==> src/rtl/axioma_mem_pkg.sv <==
// Shared definitions for the data-memory arbiter: port ids, FSM encoding,
// default timing parameters and the per-requester access bundle.
package axioma_mem_pkg;

    localparam logic [1:0] PID_STK = 2'd0;
    localparam logic [1:0] PID_CPU = 2'd1;
    localparam logic [1:0] PID_DBG = 2'd2;

    localparam int DEF_MEM_LATENCY  = 2;
    localparam int DEF_STARVE_LIMIT = 8;

    typedef enum logic [1:0] {
        ST_IDLE  = 2'd0,
        ST_ISSUE = 2'd1,
        ST_WAIT  = 2'd2
    } state_t;

    typedef struct packed {
        logic        we;
        logic [15:0] addr;
        logic [7:0]  wdata;
    } mem_req_t;

endpackage

==> src/rtl/axioma_dmem_prio_sel.sv <==
// Winner selection: fixed STK > CPU > DBG order, with DBG forced to the front
// once its starvation flag is raised.
module axioma_dmem_prio_sel
    import axioma_mem_pkg::*;
(
    input  logic [2:0] i_elig,
    input  logic       i_starve,
    output logic       o_valid,
    output logic [1:0] o_id
);

    // i_elig is indexed by port id.
    always_comb begin
        o_valid = |i_elig;
        o_id    = PID_STK;
        if (i_starve && i_elig[PID_DBG]) begin
            o_id = PID_DBG;
        end else if (i_elig[PID_STK]) begin
            o_id = PID_STK;
        end else if (i_elig[PID_CPU]) begin
            o_id = PID_CPU;
        end else if (i_elig[PID_DBG]) begin
            o_id = PID_DBG;
        end
    end

endmodule

==> src/rtl/axioma_dmem_arbiter.sv <==
// Data-memory arbiter: serialises STK/CPU/DBG accesses onto the single SRAM
// controller port and returns read data with a one-cycle acknowledge.
module axioma_dmem_arbiter
    import axioma_mem_pkg::*;
#(
    parameter int MEM_LATENCY  = DEF_MEM_LATENCY,
    parameter int STARVE_LIMIT = DEF_STARVE_LIMIT
) (
    input  logic        i_clk,
    input  logic        i_reset_n,
    input  logic        i_stk_req,
    input  logic        i_cpu_req,
    input  logic        i_dbg_req,
    input  logic        i_stk_we,
    input  logic        i_cpu_we,
    input  logic        i_dbg_we,
    input  logic [15:0] i_stk_addr,
    input  logic [15:0] i_cpu_addr,
    input  logic [15:0] i_dbg_addr,
    input  logic [7:0]  i_stk_wdata,
    input  logic [7:0]  i_cpu_wdata,
    input  logic [7:0]  i_dbg_wdata,
    output logic        o_stk_ack,
    output logic        o_cpu_ack,
    output logic        o_dbg_ack,
    output logic [7:0]  o_stk_rdata,
    output logic [7:0]  o_cpu_rdata,
    output logic [7:0]  o_dbg_rdata,
    output logic [15:0] o_mem_addr,
    output logic [7:0]  o_mem_wdata,
    output logic        o_mem_read,
    output logic        o_mem_write,
    input  logic [7:0]  i_mem_rdata,
    input  logic        i_mem_ready,
    output logic        o_busy,
    output logic [1:0]  o_grant_id
);

    // state | meaning
    // IDLE  | no access in flight; arbitrate among eligible requesters
    // ISSUE | one-cycle read or write strobe to the SRAM controller
    // WAIT  | latency countdown, then hold until mem_ready

    localparam logic [3:0] LAT_LOAD   = 4'(MEM_LATENCY - 1);
    localparam logic [3:0] STARVE_THR = 4'(STARVE_LIMIT);

    state_t      r_state;
    state_t      w_state_nxt;
    logic [2:0]  w_req;
    logic [2:0]  w_elig;
    logic [2:0]  r_ack;
    logic        w_starve;
    logic        w_sel_valid;
    logic [1:0]  w_sel_id;
    mem_req_t    w_sel_req;
    logic        w_grant;
    logic        w_done;
    logic        r_we;
    logic [1:0]  r_grant_id;
    logic [15:0] r_mem_addr;
    logic [7:0]  r_mem_wdata;
    logic [7:0]  r_stk_rdata;
    logic [7:0]  r_cpu_rdata;
    logic [7:0]  r_dbg_rdata;
    logic [3:0]  r_lat_cnt;
    logic [3:0]  r_starve_cnt;

    // A port whose ack is high this cycle is masked so a held req is not served twice.
    assign w_req    = {i_dbg_req, i_cpu_req, i_stk_req};
    assign w_elig   = w_req & ~r_ack;
    assign w_starve = (r_starve_cnt >= STARVE_THR);

    axioma_dmem_prio_sel u_prio_sel (
        .i_elig   (w_elig),
        .i_starve (w_starve),
        .o_valid  (w_sel_valid),
        .o_id     (w_sel_id)
    );

    always_comb begin
        case (w_sel_id)
            PID_CPU: w_sel_req = '{we: i_cpu_we, addr: i_cpu_addr, wdata: i_cpu_wdata};
            PID_DBG: w_sel_req = '{we: i_dbg_we, addr: i_dbg_addr, wdata: i_dbg_wdata};
            default: w_sel_req = '{we: i_stk_we, addr: i_stk_addr, wdata: i_stk_wdata};
        endcase
    end

    always_ff @(posedge i_clk or negedge i_reset_n) begin
        if (!i_reset_n) begin
            r_state <= ST_IDLE;
        end else begin
            r_state <= w_state_nxt;
        end
    end

    always_comb begin
        w_state_nxt = r_state;
        w_grant     = 1'b0;
        w_done      = 1'b0;
        case (r_state)
            ST_IDLE: begin
                if (w_sel_valid) begin
                    w_grant     = 1'b1;
                    w_state_nxt = ST_ISSUE;
                end
            end
            ST_ISSUE: begin
                w_state_nxt = ST_WAIT;
            end
            ST_WAIT: begin
                if ((r_lat_cnt == 4'd0) && i_mem_ready) begin
                    w_done      = 1'b1;
                    w_state_nxt = ST_IDLE;
                end
            end
            default: begin
                w_state_nxt = ST_IDLE;
            end
        endcase
    end

    always_ff @(posedge i_clk or negedge i_reset_n) begin
        if (!i_reset_n) begin
            r_mem_addr  <= 16'h0000;
            r_mem_wdata <= 8'h00;
            r_we        <= 1'b0;
            r_grant_id  <= PID_STK;
            r_lat_cnt   <= 4'd0;
            r_ack       <= 3'b000;
            r_stk_rdata <= 8'h00;
            r_cpu_rdata <= 8'h00;
            r_dbg_rdata <= 8'h00;
        end else begin
            r_ack <= 3'b000;
            if (w_grant) begin
                r_mem_addr  <= w_sel_req.addr;
                r_mem_wdata <= w_sel_req.wdata;
                r_we        <= w_sel_req.we;
                r_grant_id  <= w_sel_id;
            end
            if (r_state == ST_ISSUE) begin
                r_lat_cnt <= LAT_LOAD;
            end else if ((r_state == ST_WAIT) && (r_lat_cnt != 4'd0)) begin
                r_lat_cnt <= r_lat_cnt - 4'd1;
            end
            // Read data is only captured for reads; writes leave rdata untouched.
            if (w_done) begin
                case (r_grant_id)
                    PID_CPU: begin
                        r_ack[PID_CPU] <= 1'b1;
                        if (!r_we) r_cpu_rdata <= i_mem_rdata;
                    end
                    PID_DBG: begin
                        r_ack[PID_DBG] <= 1'b1;
                        if (!r_we) r_dbg_rdata <= i_mem_rdata;
                    end
                    default: begin
                        r_ack[PID_STK] <= 1'b1;
                        if (!r_we) r_stk_rdata <= i_mem_rdata;
                    end
                endcase
            end
        end
    end

    // Counts grants lost by a waiting DBG; saturates rather than wrapping.
    always_ff @(posedge i_clk or negedge i_reset_n) begin
        if (!i_reset_n) begin
            r_starve_cnt <= 4'd0;
        end else if (!i_dbg_req) begin
            r_starve_cnt <= 4'd0;
        end else if (w_grant) begin
            if (w_sel_id == PID_DBG) begin
                r_starve_cnt <= 4'd0;
            end else if (r_starve_cnt != 4'hF) begin
                r_starve_cnt <= r_starve_cnt + 4'd1;
            end
        end
    end

    assign o_mem_read  = (r_state == ST_ISSUE) && !r_we;
    assign o_mem_write = (r_state == ST_ISSUE) && r_we;
    assign o_busy      = (r_state != ST_IDLE);
    assign o_grant_id  = r_grant_id;
    assign o_mem_addr  = r_mem_addr;
    assign o_mem_wdata = r_mem_wdata;
    assign o_stk_ack   = r_ack[PID_STK];
    assign o_cpu_ack   = r_ack[PID_CPU];
    assign o_dbg_ack   = r_ack[PID_DBG];
    assign o_stk_rdata = r_stk_rdata;
    assign o_cpu_rdata = r_cpu_rdata;
    assign o_dbg_rdata = r_dbg_rdata;

endmodule

==> config.mk <==
export PLATFORM = sky130hd
export DESIGN_NAME = axioma_dmem_arbiter
export DESIGN_NICKNAME = d
export VERILOG_FILES = /design/src/rtl/axioma_mem_pkg.sv /design/src/rtl/axioma_dmem_prio_sel.sv /design/src/rtl/axioma_dmem_arbiter.sv
export SDC_FILE = /design/constraint.sdc
export NUM_CORES = 1
export LEC_CHECK = 0
export BUFFER_PORTS_ARGS = -buffer_cell sky130_fd_sc_hd__buf_2
export CELL_PAD_IN_SITES_DETAIL_PLACEMENT = 0
export CELL_PAD_IN_SITES_GLOBAL_PLACEMENT = 1
export CORE_ASPECT_RATIO = 0.9
export CORE_MARGIN = 2
export CORE_UTILIZATION = 36
export CTS_CLUSTER_SIZE = 10
export DETAILED_ROUTE_END_ITERATION = 10
export GPL_TIMING_DRIVEN = 1
export PLACE_DENSITY = 0.91
export SLEW_MARGIN = 20
export SYNTH_ARGS = -nofsm -noshare
export SYNTH_HDL_FRONTEND = slang
export SYNTH_HIERARCHICAL = 1
export SYNTH_SLANG_ARGS = --single-unit
==> constraint.sdc <==
create_clock -name i_clk -period 2.8 [get_ports i_clk]
set_input_delay 0.56 -clock i_clk [delete_from_list [all_inputs] [get_ports i_clk]]
set_output_delay 0.56 -clock i_clk [all_outputs]
set_load 0.01 [all_outputs]
==> After elaboration in Yosys (flattened, before gate mapping) <==
Index checks and enable logic that the tools add are counted.
{ "totals": {"elab_cells": 69, "out_inout_bits": 56, "in_bits": 89, "regBits": 64} }
{ "op_classes": {"n_reduce_logical": 18, "n_addsub": 2, "n_lt_le_gt_ge": 1, "n_mux": 22, "n_eq_ne": 11, "bitwise": 4} }
{ "op_table": {"columns": ["cell", "count"], "rows": [
  ["$pmux 25 s2", 1],
  ["$mux 4", 6],
  ["$mux 2", 6],
  ["$reduce_and 3->1", 3],
  ["$mux 1", 7],
  ["$eq 2x1->1 const B", 3],
  ["$eq 2x2->1 const B", 3],
  ["$pmux 2 s3", 1],
  ["$logic_and 1x1->1", 5],
  ["$add 4x1->4 const B", 1],
  ["$ge 4x4->1 const B", 1],
  ["$logic_not 4->1", 1],
  ["$ne 2x1->1 const B", 2],
  ["$ne 4x4->1 const B", 1],
  ["$reduce_and 2->1", 2],
  ["$reduce_bool 2->1", 2],
  ["$reduce_bool 4->1", 1],
  ["$sub 4x1->4 const B", 1],
  ["$and 3x3->3", 1],
  ["$mux 3", 1],
  ["$ne 3x1->1 const B", 1],
  ["$not 3->3", 1],
  ["$reduce_or 3->1", 1],
  ["$logic_not 2->1", 1],
  ["other kinds (4)", 5]
]} }

==> Longest topological paths before layout <==
{ "depth": {"ltp_word": 10, "ltp_mapped": 10, "ltp_nobuf": 8} }

==> Modules after synthesis <==
The synthesis kept the hierarchy.
{ "by_module_without_submodules": {"columns": ["mod", "instances", "area_each_um2", "seq_area_each_um2", "cells_each"], "rows": [
  ["axioma_dmem_arbiter", 1, 3280.6, 1601.5, 290],
  ["axioma_dmem_prio_sel", 1, 28.8, 0.0, 5]
]} }

==> Least setup slack after synthesis <==
Ideal clock, no wire load.
{ "synth_timing": {"path_type": "input to register", "from": "in i_cpu_req", "to": "reg r_mem_addr[10], in the netlist o_mem_addr[10]", "path_stages": 8, "arrival_ns": 2.095, "t_required_ns": 2.705, "slack_ns": 0.610, "n_path_buf": 2, "setup_ns": 0.095, "cell_sequence": "nor2b_1 inv_1 a211oi_1 ha_1 clkbuf_1 clkbuf_1 a221oi_1 o31ai_1"} }
{ "synth_via": {"elab_chain_len": 6, "elab_cells_between_ends": 10, "classes_between": "eq/ne: 2; mux: 6; bitwise: 1; reduce/logical: 1"} }
{ "synth_lines": {"columns": ["element", "line", "text"], "rows": [
  ["start: declaration", "axioma_dmem_arbiter.sv:12", "input logic i_cpu_req,"],
  ["$and 3x3->3 *", "axioma_dmem_arbiter.sv:70", "assign w_elig = w_req & ~r_ack;"],
  ["$mux 2 *", "axioma_dmem_prio_sel.sv:20", "end else if (i_elig[PID_CPU]) begin"],
  ["$mux 2 *", "axioma_dmem_prio_sel.sv:18", "end else if (i_elig[PID_STK]) begin"],
  ["$mux 2 *", "axioma_dmem_prio_sel.sv:16", "if (i_starve && i_elig[PID_DBG]) begin"],
  ["named net w_sel_id[0]", "axioma_dmem_arbiter.sv:54", "logic [1:0] w_sel_id;"],
  ["$eq 2x2->1 / $eq 2x1->1 (equally long branches)", "axioma_dmem_arbiter.sv:81", "case (w_sel_id)"],
  ["$pmux 25 s2 *", "axioma_dmem_arbiter.sv:81", null],
  ["end signal: assignment", "axioma_dmem_arbiter.sv:136", "r_mem_addr <= w_sel_req.addr;"],
  ["end: declaration", "axioma_dmem_arbiter.sv:60", "logic [15:0] r_mem_addr;"]
]} }
The timed path passes the listed nets; every way through them passes the cells marked *.
A chain may end at the register's enable or synchronous reset.

==> Worst setup path after layout <==
{ "layout_timing": {"from": "reg r_ack[1]", "to": "reg r_mem_wdata[5], in the netlist o_mem_wdata[5]"} }
{ "layout_via": {"elab_chain_len": 7, "elab_cells_between_ends": 11, "classes_between": "eq/ne: 2; mux: 6; bitwise: 2; reduce/logical: 1"} }
{ "layout_lines": {"columns": ["element", "line", "text"], "rows": [
  ["start: declaration", "axioma_dmem_arbiter.sv:51", "logic [2:0] r_ack;"],
  ["start signal: assignment", "axioma_dmem_arbiter.sv:129", "r_ack <= 3'b000;"],
  ["start signal: assignment", "axioma_dmem_arbiter.sv:134", "r_ack <= 3'b000;"],
  ["start signal: indexed assignment", "axioma_dmem_arbiter.sv:150", "r_ack[PID_CPU] <= 1'b1;"],
  ["$not 3->3 *", "axioma_dmem_arbiter.sv:70", null],
  ["$and 3x3->3 *", "axioma_dmem_arbiter.sv:70", null],
  ["named net w_elig[1]", "axioma_dmem_arbiter.sv:50", "logic [2:0] w_elig;"],
  ["$mux 2 *", "axioma_dmem_prio_sel.sv:20", null],
  ["$mux 2 *", "axioma_dmem_prio_sel.sv:18", null],
  ["$mux 2 *", "axioma_dmem_prio_sel.sv:16", null],
  ["named net w_sel_id[0]", "axioma_dmem_arbiter.sv:54", null],
  ["$eq 2x2->1 / $eq 2x1->1 (equally long branches)", "axioma_dmem_arbiter.sv:81", null],
  ["$pmux 25 s2 *", "axioma_dmem_arbiter.sv:81", null],
  ["end signal: assignment", "axioma_dmem_arbiter.sv:137", "r_mem_wdata <= w_sel_req.wdata;"],
  ["end: declaration", "axioma_dmem_arbiter.sv:61", "logic [7:0] r_mem_wdata;"]
]} }
Marked as above.

==> metrics.txt <==
post-CTS sizing=0; Die Y=roughly 95 um; area share of the largest cell type after synthesis=0.4839; DR DRC count=0; total track usage=0.1703; vias in the first global route=approximately 2,800; Area contributors post-synth=dfrtp_1 (48%), mux2_4 (11%), a221oi_1 (6.6%); Final min period=~2.2 ns; leak pwr=approximately 2.4 nW; CTS tree=done; Placement Rows=33; clk_lat worst skew=about 0.35 ns; Die W=roughly 110 um; unrepaired setup endpoints after global routing=no; DR pass1 iterations=4; Placer Congestion=0.7980; worst rel slew slack=0.4857; Post-synth EDFFs=0; post-synth net total=about 390; Area Overhead vs Synth=32.55%; proportion of layout cells with a drive suffix above 1=0.4560; Required @ worst endpoint=approximately 3.0 ns; post-synthesis sequential area ratio=0.4839; final setup vio count=0; Initial Util=0.3660; die area=roughly 10000 sq um; diode count=0; Async S/R FF share, synth=1.000; Critical Path End Type=flip-flop; vias per inst=4.989; Mapped Area=roughly 3300 sq um; Detail Route Antenna Nets=0; CTS root buffer=clkbuf_8; most frequent cell after synthesis=dfrtp_1; Synth Area per Inst=about 11 sq um; core area=about 9000 sq um; Final Hold Fails=0; run status=finished clean; port buffer count=about 140; CTS clk-pin slew, worst paths=around 0.080 ns; DP HPWL=6247 um; synth cell count leaders=dfrtp_1 (64), nand2_1 (33), nor2b_1 (31), o31ai_1 (26), a221oi_1 (25); Netlist cell types=42; Max Slew Vio Count=0; Hold Path Class=in -> async; period utilization=0.7966; DRT iter0 DRCs=86; Num CTS Buffers=9; via count=between 2,000 and 3,000; IO Pins=approximately 150; maximum vdd drop=around 0.33 mV; Max-cap violations=0; Nets=between 500 and 600; Worst Skew=~0.012 ns; Peak Freq=0.4483 GHz; GRT overflow=0; crit path max fanout=32; synthesized flop and latch total=64; Tightest Pin Transition=between 0.7 and 0.8 ns; hold-fix buffers at CTS=0; ys flop type=dfrtp_1; post-synthesis cell count=around 300; first-pass GRT wire length=approximately 13,000 um; antenna violations before repair=0; Worst Path Arrival=2.45 ns; wire length per cell=14.76 um; H-Tree Depth=3; CTS Sinks=64; CTS Buffer Depth=2; crit path kind=reg -> reg; Routed WL=between 8000 and 9000 um; Warnings, synthesis=6; setup bufs post-CTS=0; post-route setup TNS=0 ns; Synth area leader=dfrtp_1; PwrDens=945.7 nW/um^2; Worst Setup Start Kind=flip-flop; largest net degree at the start of global routing=35; hold_ws=~0.28 ns
[metal layers]
layer	global-route usage	up-vias	share of wire
li1	-	1368	-
met5	0	-	0
met2	0.2798	107	0.47
met4	0.06444	0	0.015
met3	0.05590	12	0.062
met1	0.2101	1332	0.45
[path summary, 6_finish.rpt]
check / to / start / slack [ns] / cells past startpoint
worst max-delay path: o_mem_wdata[5] / r_ack[1] / 0.57 / 8
max in group asynchronous: o_mem_wdata[1] / i_reset_n / 1.71 / 2
worst max register to register: o_mem_wdata[5] / r_ack[1] / 0.57 / 8
min in group i_clk: o_stk_rdata[1] / i_mem_rdata[1] / 0.47 / 2
worst min register to register: o_mem_wdata[7] / o_mem_wdata[7] / 0.48 / 2
worst min-delay path: r_ack[2] / i_reset_n / 0.28 / 1
[critical path, stage by stage, from the launching register on]
cell and delay (ns):
dfrtp_1 0.38, nor2b_1 0.25, inv_1 0.07, a211oi_1 0.38, inv_1 0.08, ha_1 0.32, buf_4 0.23, a221oi_1 0.26
o31ai_1 0.12
[cell type report]
| class | instances | area (sq um) |
|---|---|---|
| clock buffers | 9 | 123.9 |
| flip-flops and latches | 64 | 1602 |
| inverters | 14 | 52.55 |
| clock inverters | 7 | 102.6 |
| fillers | 859 | 4656 |
| well taps | 122 | 152.6 |
| repair buffers | 154 | 795.8 |
| multi-input cells | 195 | 1558 |
[registers in the layout, indices dropped and copies added, names as in the netlist]
name,flops
o_mem_addr,16
r_ack,3
r_state,2
o_mem_wdata,8
r_lat_cnt,4
r_starve_cnt,4
o_grant_id,2
o_cpu_rdata,8
o_dbg_rdata,8
r_we,1
o_stk_rdata,8
[cell families (layout without fill, tap and decap cells)]
| logic type | Yosys count | in the layout | share of synthesized area |
|---|---|---|---|
| AND/OR/NAND/NOR | 91 | 91 | 0.1637 |
| AO/OA/AOI/OAI | 71 | 71 | 0.1656 |
| flip-flops | 64 | 64 | 0.4839 |
| buffers and inverters | 36 | 184 | 0.04537 |
| multiplexers | 26 | 26 | 0.1149 |
| adder cells (fa/ha/maj) | 7 | 7 | 0.02646 |
[report_power, final]
part / switching (W) / total [W] / leakage, nW / internal, W
clock network: 0.000399 / 0.000909 / 0.110 / 0.000510
registers: 0.000277 / 0.00158 / 0.831 / 0.00130
logic: 0.000843 / 0.00166 / 1.44 / 0.000821
[placed cells by master, fill, tap and decap left out, types with 5 or more instances in the layout]
cell,n
buf_4,10
o31ai_1,26
inv_1,13
nand2_1,33
ha_1,7
nor2b_1,31
buf_2,144
a221oi_1,25
and3_1,5
mux2_4,24
dfrtp_1,64
clkbuf_8,9
[metrics by stage]
stage	util	power (W)	worst slack, ns	std cells	instance area (sq um)
4_1_cts	0.4851	0.004207	0.5601	565	4387
6_report	0.4851	0.004148	0.5695	565	4387
3_5_place_dp	0.4601	0.003282	0.2916	549	4160
5_1_grt	0.4851	0.004472	0.3598	565	4387
2_1_floorplan	-	0.002654	0.6095	295	3309
3_3_place_gp	0.4601	0.003227	0.3475	549	4160
Power figures use the tool's default switching activity.
